**src/rtl/fsm_divider.sv**
```systemverilog
// -----------------------------------------------------------------------------
// fsm_divider
//   Sequential restoring divider. Divides a 2*W-bit unsigned dividend by a
//   W-bit unsigned divisor, producing one quotient bit per clock. Results are
//   a W-bit quotient and a W-bit remainder, or an overflow / divide-by-zero
//   flag when the quotient cannot be formed. The start/result handshake is a
//   pair of single-cycle pulses (in_en / out_en), matching the shift-add
//   multiplier so a product can be fed straight back for round-trip checks.
//
//   Ports
//     clk     in   1    rising-edge clock
//     rst     in   1    synchronous active-low reset
//     in_en   in   1    start pulse, operands sampled when idle and not busy
//     dvdnd   in   2W   dividend
//     dvsr    in   W    divisor
//     quot    out  W    quotient, held until the next result is loaded
//     rmdr    out  W    remainder, held until the next result is loaded
//     ovf     out  1    quotient does not fit in W bits
//     dz      out  1    divisor was zero
//     busy    out  1    high from the capture edge until the out_en cycle ends
//     out_en  out  1    one-cycle result-valid pulse
//
//   Timing from the capture edge E:
//     normal path : CHECK at E+1, W CALC iterations at E+2..E+W+1, the last
//                   one loads the result and raises out_en.
//     error path  : CHECK at E+1 loads the flags, out_en rises at E+2.
// -----------------------------------------------------------------------------
module fsm_divider #(
    parameter int W = 8
) (
    input  logic             clk,
    input  logic             rst,
    input  logic             in_en,
    input  logic [2*W-1:0]   dvdnd,
    input  logic [W-1:0]     dvsr,
    output logic [W-1:0]     quot,
    output logic [W-1:0]     rmdr,
    output logic             ovf,
    output logic             dz,
    output logic             busy,
    output logic             out_en
);

    localparam int CNT_W = (W > 1) ? $clog2(W) : 1;
    localparam logic [CNT_W-1:0] CNT_LAST = CNT_W'(W - 1);

    typedef enum logic [1:0] {
        ST_IDLE  = 2'd0,
        ST_CHECK = 2'd1,
        ST_CALC  = 2'd2,
        ST_DONE  = 2'd3
    } state_t;

    // One restoring step: shift the next dividend bit into the partial
    // remainder and subtract the divisor if it fits. Returns {qbit, new_pr}.
    // The partial remainder is always below the divisor, so the shifted
    // value needs only W+1 bits and the result again fits in W+1 bits.
    function automatic logic [W+1:0] restore_step(
        input logic [W:0]   pr,
        input logic         din,
        input logic [W-1:0] d
    );
        logic [W:0] sh;
        logic [W:0] dx;
        sh = (pr << 1) | {{W{1'b0}}, din};
        dx = {1'b0, d};
        if (sh >= dx) begin
            restore_step = {1'b1, sh - dx};
        end else begin
            restore_step = {1'b0, sh};
        end
    endfunction

    state_t            state_r, state_s;

    logic [W-1:0]      dvd_hi_r, dvd_hi_s;
    logic [W-1:0]      dvd_lo_r, dvd_lo_s;    // shifted left, MSB feeds the next step
    logic [W-1:0]      dvsr_r,   dvsr_s;
    logic [W:0]        pr_r,     pr_s;
    logic [W-1:0]      qacc_r,   qacc_s;
    logic [CNT_W-1:0]  cnt_r,    cnt_s;

    logic [W-1:0]      quot_r,   quot_s;
    logic [W-1:0]      rmdr_r,   rmdr_s;
    logic              ovf_r,    ovf_s;
    logic              dz_r,     dz_s;
    logic              busy_r,   busy_s;
    logic              out_en_r, out_en_s;

    logic [W+1:0]      step_s;
    logic [W-1:0]      qshift_s;

    // State register
    always_ff @(posedge clk) begin
        if (!rst) begin
            state_r <= ST_IDLE;
        end else begin
            state_r <= state_s;
        end
    end

    // Next-state, datapath and output-register next values
    always_comb begin
        state_s  = state_r;
        dvd_hi_s = dvd_hi_r;
        dvd_lo_s = dvd_lo_r;
        dvsr_s   = dvsr_r;
        pr_s     = pr_r;
        qacc_s   = qacc_r;
        cnt_s    = cnt_r;
        quot_s   = quot_r;
        rmdr_s   = rmdr_r;
        ovf_s    = ovf_r;
        dz_s     = dz_r;
        busy_s   = busy_r;
        out_en_s = out_en_r;

        step_s   = restore_step(pr_r, dvd_lo_r[W-1], dvsr_r);
        qshift_s = {qacc_r[W-2:0], step_s[W+1]};

        case (state_r)
            ST_IDLE: begin
                if (in_en && !busy_r) begin
                    dvd_hi_s = dvdnd[2*W-1:W];
                    dvd_lo_s = dvdnd[W-1:0];
                    dvsr_s   = dvsr;
                    busy_s   = 1'b1;
                    state_s  = ST_CHECK;
                end else begin
                    state_s  = ST_IDLE;
                end
            end

            ST_CHECK: begin
                if (dvsr_r == {W{1'b0}}) begin
                    dz_s    = 1'b1;
                    ovf_s   = 1'b0;
                    quot_s  = {W{1'b0}};
                    rmdr_s  = {W{1'b0}};
                    state_s = ST_DONE;
                end else if (dvd_hi_r >= dvsr_r) begin
                    // The upper half alone already holds at least one full
                    // divisor, so the quotient would need more than W bits.
                    ovf_s   = 1'b1;
                    dz_s    = 1'b0;
                    quot_s  = {W{1'b0}};
                    rmdr_s  = {W{1'b0}};
                    state_s = ST_DONE;
                end else begin
                    pr_s    = {1'b0, dvd_hi_r};
                    qacc_s  = {W{1'b0}};
                    cnt_s   = {CNT_W{1'b0}};
                    state_s = ST_CALC;
                end
            end

            ST_CALC: begin
                pr_s     = step_s[W:0];
                qacc_s   = qshift_s;
                dvd_lo_s = {dvd_lo_r[W-2:0], 1'b0};
                if (cnt_r == CNT_LAST) begin
                    // Final iteration: publish the result and raise out_en
                    // on the same edge.
                    quot_s   = qshift_s;
                    rmdr_s   = step_s[W-1:0];
                    ovf_s    = 1'b0;
                    dz_s     = 1'b0;
                    out_en_s = 1'b1;
                    state_s  = ST_DONE;
                end else begin
                    cnt_s    = cnt_r + CNT_W'(1);
                    state_s  = ST_CALC;
                end
            end

            ST_DONE: begin
                // An error result arrives here with out_en still low and is
                // presented one cycle later; a computed result arrives with
                // out_en already high. Either way the out_en cycle ends by
                // dropping busy and returning to IDLE.
                if (out_en_r) begin
                    out_en_s = 1'b0;
                    busy_s   = 1'b0;
                    state_s  = ST_IDLE;
                end else begin
                    out_en_s = 1'b1;
                    state_s  = ST_DONE;
                end
            end

            default: begin
                busy_s   = 1'b0;
                out_en_s = 1'b0;
                state_s  = ST_IDLE;
            end
        endcase
    end

    // Datapath and output registers
    always_ff @(posedge clk) begin
        if (!rst) begin
            dvd_hi_r <= {W{1'b0}};
            dvd_lo_r <= {W{1'b0}};
            dvsr_r   <= {W{1'b0}};
            pr_r     <= {(W+1){1'b0}};
            qacc_r   <= {W{1'b0}};
            cnt_r    <= {CNT_W{1'b0}};
            quot_r   <= {W{1'b0}};
            rmdr_r   <= {W{1'b0}};
            ovf_r    <= 1'b0;
            dz_r     <= 1'b0;
            busy_r   <= 1'b0;
            out_en_r <= 1'b0;
        end else begin
            dvd_hi_r <= dvd_hi_s;
            dvd_lo_r <= dvd_lo_s;
            dvsr_r   <= dvsr_s;
            pr_r     <= pr_s;
            qacc_r   <= qacc_s;
            cnt_r    <= cnt_s;
            quot_r   <= quot_s;
            rmdr_r   <= rmdr_s;
            ovf_r    <= ovf_s;
            dz_r     <= dz_s;
            busy_r   <= busy_s;
            out_en_r <= out_en_s;
        end
    end

    assign quot   = quot_r;
    assign rmdr   = rmdr_r;
    assign ovf    = ovf_r;
    assign dz     = dz_r;
    assign busy   = busy_r;
    assign out_en = out_en_r;

endmodule

```
**config.mk**
```make
export PLATFORM = sky130hd
export DESIGN_NAME = fsm_divider
export DESIGN_NICKNAME = d
export VERILOG_FILES = /design/src/rtl/fsm_divider.sv
export SDC_FILE = /design/constraint.sdc
export NUM_CORES = 1
export LEC_CHECK = 0
export CORE_ASPECT_RATIO = 0.75
export CORE_UTILIZATION = 55
export DETAILED_ROUTE_END_ITERATION = 6
export GPL_TIMING_DRIVEN = 1
export PLACE_DENSITY = 0.91
export SLEW_MARGIN = 10
export SYNTH_ARGS = -nofsm -noshare
export SYNTH_HDL_FRONTEND = slang
export SYNTH_SLANG_ARGS = --single-unit
```
**constraint.sdc**
```tcl
create_clock -name clk -period 2.9 [get_ports clk]
set_input_delay 0.435 -clock clk [delete_from_list [all_inputs] [get_ports clk]]
set_output_delay 0.435 -clock clk [all_outputs]
set_load 0.03 [all_outputs]
```
* Yosys cells after proc, flatten, opt, wreduce, memory -nomap -nowiden *
Index checks and enable logic that the tools add are counted.

word-level totals
  bits in registers = 64
  output and inout bits = 20
  bits of input ports = 27
  word-level logic and storage cells = 82

cells by class
  reductions and logical operators = 15
  add/sub/neg operators = 2
  multiplexer cells = 38
  equality and inequality tests = 11
  $lt $le $gt $ge = 2
  bitwise gates (word level) = 1

operator list
  operator                                                        count
  8-bit one-hot mux with 2 select lines                           4
  8-bit two-way mux                                               7
  7-bit two-way mux                                               2
  7-bit one-hot mux with 2 select lines                           1
  1-bit two-way mux                                               13
  2-bit inequality test (second input constant)                   6
  10-bit two-way mux                                              1
  9-bit by 8-bit greater-or-equal comparator with 1-bit output    1
  3-bit two-way mux                                               3
  9-bit by 1-bit bitwise OR with 9-bit output                     1
  3-bit AND reduction                                             3
  9-bit by 8-bit subtractor with 9-bit output                     1
  8-bit greater-or-equal comparator                               1
  8-bit zero test                                                 1
  1-bit one-hot mux with 2 select lines                           4
  2-bit one-hot mux with 4 select lines                           1
  2-bit nonzero test                                              4
  3-bit one-hot mux with 2 select lines                           1
  2-bit AND reduction                                             3
  2-bit equality test (second input constant)                     2
  4-bit AND reduction                                             1
  3-bit by 1-bit adder with 3-bit output (second input constant)  1
  3-bit equality test (second input constant)                     1
  3-bit inequality test (second input constant)                   1
  other kinds (5)                                                 5

* Logic depth before layout (Yosys ltp) *
  depth in word-level cells = 5
  depth in mapped cells = 10

* Least setup slack after synthesis *
Ideal clock, no wire load.

  path kind = register to register
  start = register dvsr_r[6]
  end = register pr_r[7]
  library setup time = 130 ps
  clock period less this slack = 2043 ps
  slack = 857 ps
  required time = 2770 ps
  buffers on the path = 0
  arrival time = 1913 ps
  cell stages (with the launch flop) = 8
  path through = dfxtp_1 -> inv_1 -> ha_1 -> a21o_1 -> a211o_2 -> or3_2 -> o211ai_1 -> a31oi_1

on the way
  cells in the longest elaborated chain, start to end = 3

ends and longest elaborated chain
  item                                                                                 RTL line  RTL
  from (decl)                                                                          78        logic [W-1:0] dvsr_r, dvsr_s;
  from (signal assigned)                                                               204       dvsr_r <= {W{1'b0}};
  from (signal assigned)                                                               217       dvsr_r <= dvsr_s;
  9-bit by 8-bit subtractor with 9-bit output (tied with other cells)                  68        restore_step = {1'b1, sh - dx};
  10-bit two-way mux / 2-bit inequality test (equally long branches)                   -
  8-bit one-hot mux with 2 select lines / 3-bit AND reduction (equally long branches)  -
  to (signal assigned)                                                                 205       pr_r <= {(W+1){1'b0}};
  to (signal assigned)                                                                 218       pr_r <= pr_s;
  to (decl)                                                                            79        logic [W:0] pr_r, pr_s;

Several ways; a longest one is shown, not always the timed one.
A chain may end at the register's enable or synchronous reset.

* Worst setup path after layout *
  start = register dvd_hi_r[0]
  end = register pr_r[4]

on the way
  cells in the longest elaborated chain, start to end = 3

ends and longest elaborated chain
  item                                    RTL line  RTL
  from (decl)                             76        logic [W-1:0] dvd_hi_r, dvd_hi_s;
  from (signal assigned)                  202       dvd_hi_r <= {W{1'b0}};
  from (signal assigned)                  215       dvd_hi_r <= dvd_hi_s;
  8-bit greater-or-equal comparator       141       end else if (dvd_hi_r >= dvsr_r) begin
  2-bit inequality test (no source line)  -
  3-bit AND reduction (no source line)    -

Every way passes these cells.

==> reports/results.txt <==
Status -> complete, no violations
Crit-path cells -> inv_1 -> ha_1 -> nand2b_1 -> a211oi_1 -> o21a_1 -> o211a_1 -> o221ai_1 -> o22ai_1
Cell row count -> 25
R2r endpoint -> pr_r[4]$_SDFFE_PN0P_
Lkg Pwr -> 1.70 nW
Slowest cell on crit path -> o211a_1
Max-cap viol count -> 0
Start point of the worst hold path -> quot[3]$_SDFFE_PN0P_
Hold EP -> quot[3]$_SDFFE_PN0P_
Postcts setup bufs -> 0
Die ar. -> 0.00681 mm²
Max Clk Rate -> 420 MHz
Number of global-route vias before repair -> 2974
Hold Path Depth -> 2
Post-DP HPWL -> 6.20 mm
Largest net degree at the start of global routing -> 43
Cts repair resizes -> 0
CP startpoint kind -> flop
Finished Cell Area -> 0.00420 mm²
First-pass GRT wire length -> 13.9 mm
Fin. max-slew vios -> 0
Worst slew pin tran -> 946 ps
Total CTS buffers -> 9
Area growth, synth to finish -> 17.9%
Launching point of the worst reg2reg path -> dvd_hi_r[0]$_SDFFE_PN0P_
Critical Path Fanout Max -> 14
Worst Path Arrival -> 2640 ps
Setup TNS -> 0 ps
Clock sinks -> 64
Cells on worst reg2reg path -> 8
CTS clock-pin slew for the worst setup and hold paths -> 70 ps
Post-place instance area -> 0.00402 mm²
Synth top cells by count -> 75 x nand2_1, 64 x dfxtp_1, 24 x a21boi_0
Flops & latches, synth -> 64
Final #Nets -> 496
Synth cell types -> 53
Cell area after synthesis -> 0.00356 mm²
CP peak stage delay -> 490 ps
Top-count cell post-synth -> nand2_1
Routed Antenna Nets -> 0
Synthesized net count -> 455
Total power -> 2.27 mW
Relative slew slack -> 36.5%
Final Cycle Share -> 82.1%
Initial DRC count -> 227
Hold buffer count at CTS -> 0
WP buf/inv -> 1
DR pass1 iterations -> 7
Minimum clock period -> 2380 ps
Final setup vio count -> 0
Htree depth -> 3
Total global-route track usage -> 26.8%
Crit Path Class -> reg -> reg
Quantity of I/O buffers inserted on ports -> 46
WL per Instance -> 16.1 µm
# IOs -> 47
CP top delay family -> compound AO/OA/AOI/OAI gates
Routability cong. -> 0.901
Clk buf depth -> 2
Finished Core Util -> 66.9%
Number of diodes -> 0
CTS tree -> built
Die H -> 71.7 µm
Pwr Density -> 539 mW/mm²
Sequential fraction of the synthesis area -> 35.9%
Top-area cell type share of the netlist area -> 35.9%
Wirelength, routed -> 8.57 mm
Synth async-reset ratio -> 0%
Cells after synthesis -> 405
Share of layout cells above drive strength 1 -> 8.44%
Core area -> 0.00629 mm²
RSZ-0062 raised after global routing -> no
Vias -> 3218
Die Wd -> 95.0 µm
Setup ws final -> 518 ps
Initial Util -> 56.7%
Worst Setup End Kind -> flop
Syn avg cell area -> 8.80 µm²
DRC viols -> 0
Root buffer cell -> clkbuf_8
Hold crit path type -> reg -> reg
Pre-CTS WS -> 448 ps
Inst Count DP -> 516
Warnings, synthesis -> 0
DR vias/cell -> 6.06
Post-Route Skew -> 8.04 ps
Hold Violations, Final -> 0
Hold_ws -> 460 ps
Largest cells by area after synthesis -> dfxtp_1 36%, nand2_1 7.9%, ha_1 7.7%
Initial antenna violation count -> 0
Clk_lat worst skew -> 350 ps
Non-Filler Instances -> 531
Post-synth EDFFs -> 0
Grt total ovfl -> 0
Main flop type after synthesis -> dfxtp_1
CP Data Required Time -> 3160 ps
Worst R2R Setup Slack -> 520 ps
Area leader, netlist -> dfxtp_1
Maximum VDD drop -> 231 µV
cell usage in the layout (no fill, tap or decap), types with 10 or more instances in the layout:
cell type,synthesis,layout
inv_1,16,16
o211a_1,10,10
mux2i_1,20,20
a21boi_0,24,24
o211ai_1,14,14
clkbuf_8,4,10
o21ai_0,16,16
ha_1,22,22
nand3_1,23,23
clkdlybuf4s50_1,0,45
nand2_1,75,75
dfxtp_1,64,64
worst reg2reg max path: cells and delay by family, from the launching register on:
| kind | cells | cell delay, ps |
|---|---|---|
| AO/OA/AOI/OAI | 5 | 1440 |
| flip-flops | 1 | 380 |
| adder cells (fa/ha/maj) | 1 | 280 |
| AND/OR/NAND/NOR | 1 | 140 |
| buffers and inverters | 1 | 70 |
power breakdown:
group	switching (mW)	total (mW)	internal, mW
logic	0.340	0.570	0.230
clock network	0.330	0.741	0.411
registers	0.0368	0.955	0.918
total	0.707	2.27	1.56
sequential cells by signal (all words and copies together) (netlist names):
name and count:
dvd_hi_r 8, dvd_lo_r 8, dvsr_r 8, pr_r 8, quot 8, rmdr 8, qacc_r 7, cnt_r 3
state_r 2, busy 1, dz 1, out_en 1, ovf 1
final cells by class:
cell class	instances	area, µm²
Timing Repair Buffer	54	515
Tap cell	81	101
Inverter	16	60.1
Sequential cell	64	1280
Clock inverter	4	45.0
Multi-Input combinational cell	301	2060
Clock buffer	11	141
Fill cell	530	2080
cells by family after synthesis:
logic type               Yosys count  share of synthesized area [%]
AO/OA/AOI/OAI                    122                           26.0
AND/OR/NAND/NOR                  131                           16.5
adder cells (fa/ha/maj)           23                           8.28
buffers and inverters             40                           6.28
XOR/XNOR                           3                          0.737
flip-flops                        64                           35.9
multiplexers                      22                           6.25
worst max path at each step:
stage / depth (start not counted) / slack (ps) / startpoint / end
2_1_floorplan: 7 / 860 / dvsr_r[6]$_SDFFE_PN0P_ / pr_r[7]$_SDFFE_PN0P_
3_3_place_gp: 6 / 550 / in_en / dvd_lo_r[0]$_SDFFE_PN0P_
3_5_place_dp: 6 / 450 / in_en / dvd_lo_r[6]$_SDFFE_PN0P_
4_1_cts: 7 / 590 / state_r[0]$_SDFF_PN0_ / dvd_lo_r[6]$_SDFFE_PN0P_
5_1_grt: 8 / 370 / dvsr_r[4]$_SDFFE_PN0P_ / rmdr[6]$_SDFFE_PN0P_
6_report: 8 / 520 / dvd_hi_r[0]$_SDFFE_PN0P_ / pr_r[4]$_SDFFE_PN0P_
routing by layer:
layer  global-route usage (%)  part of all wire [%]
met4                     9.43                   1.7
met2                     42.2                    45
met3                     7.22                   5.6
met5                        0                     0
met1                     35.4                    47
Power figures use the tool's default switching activity.
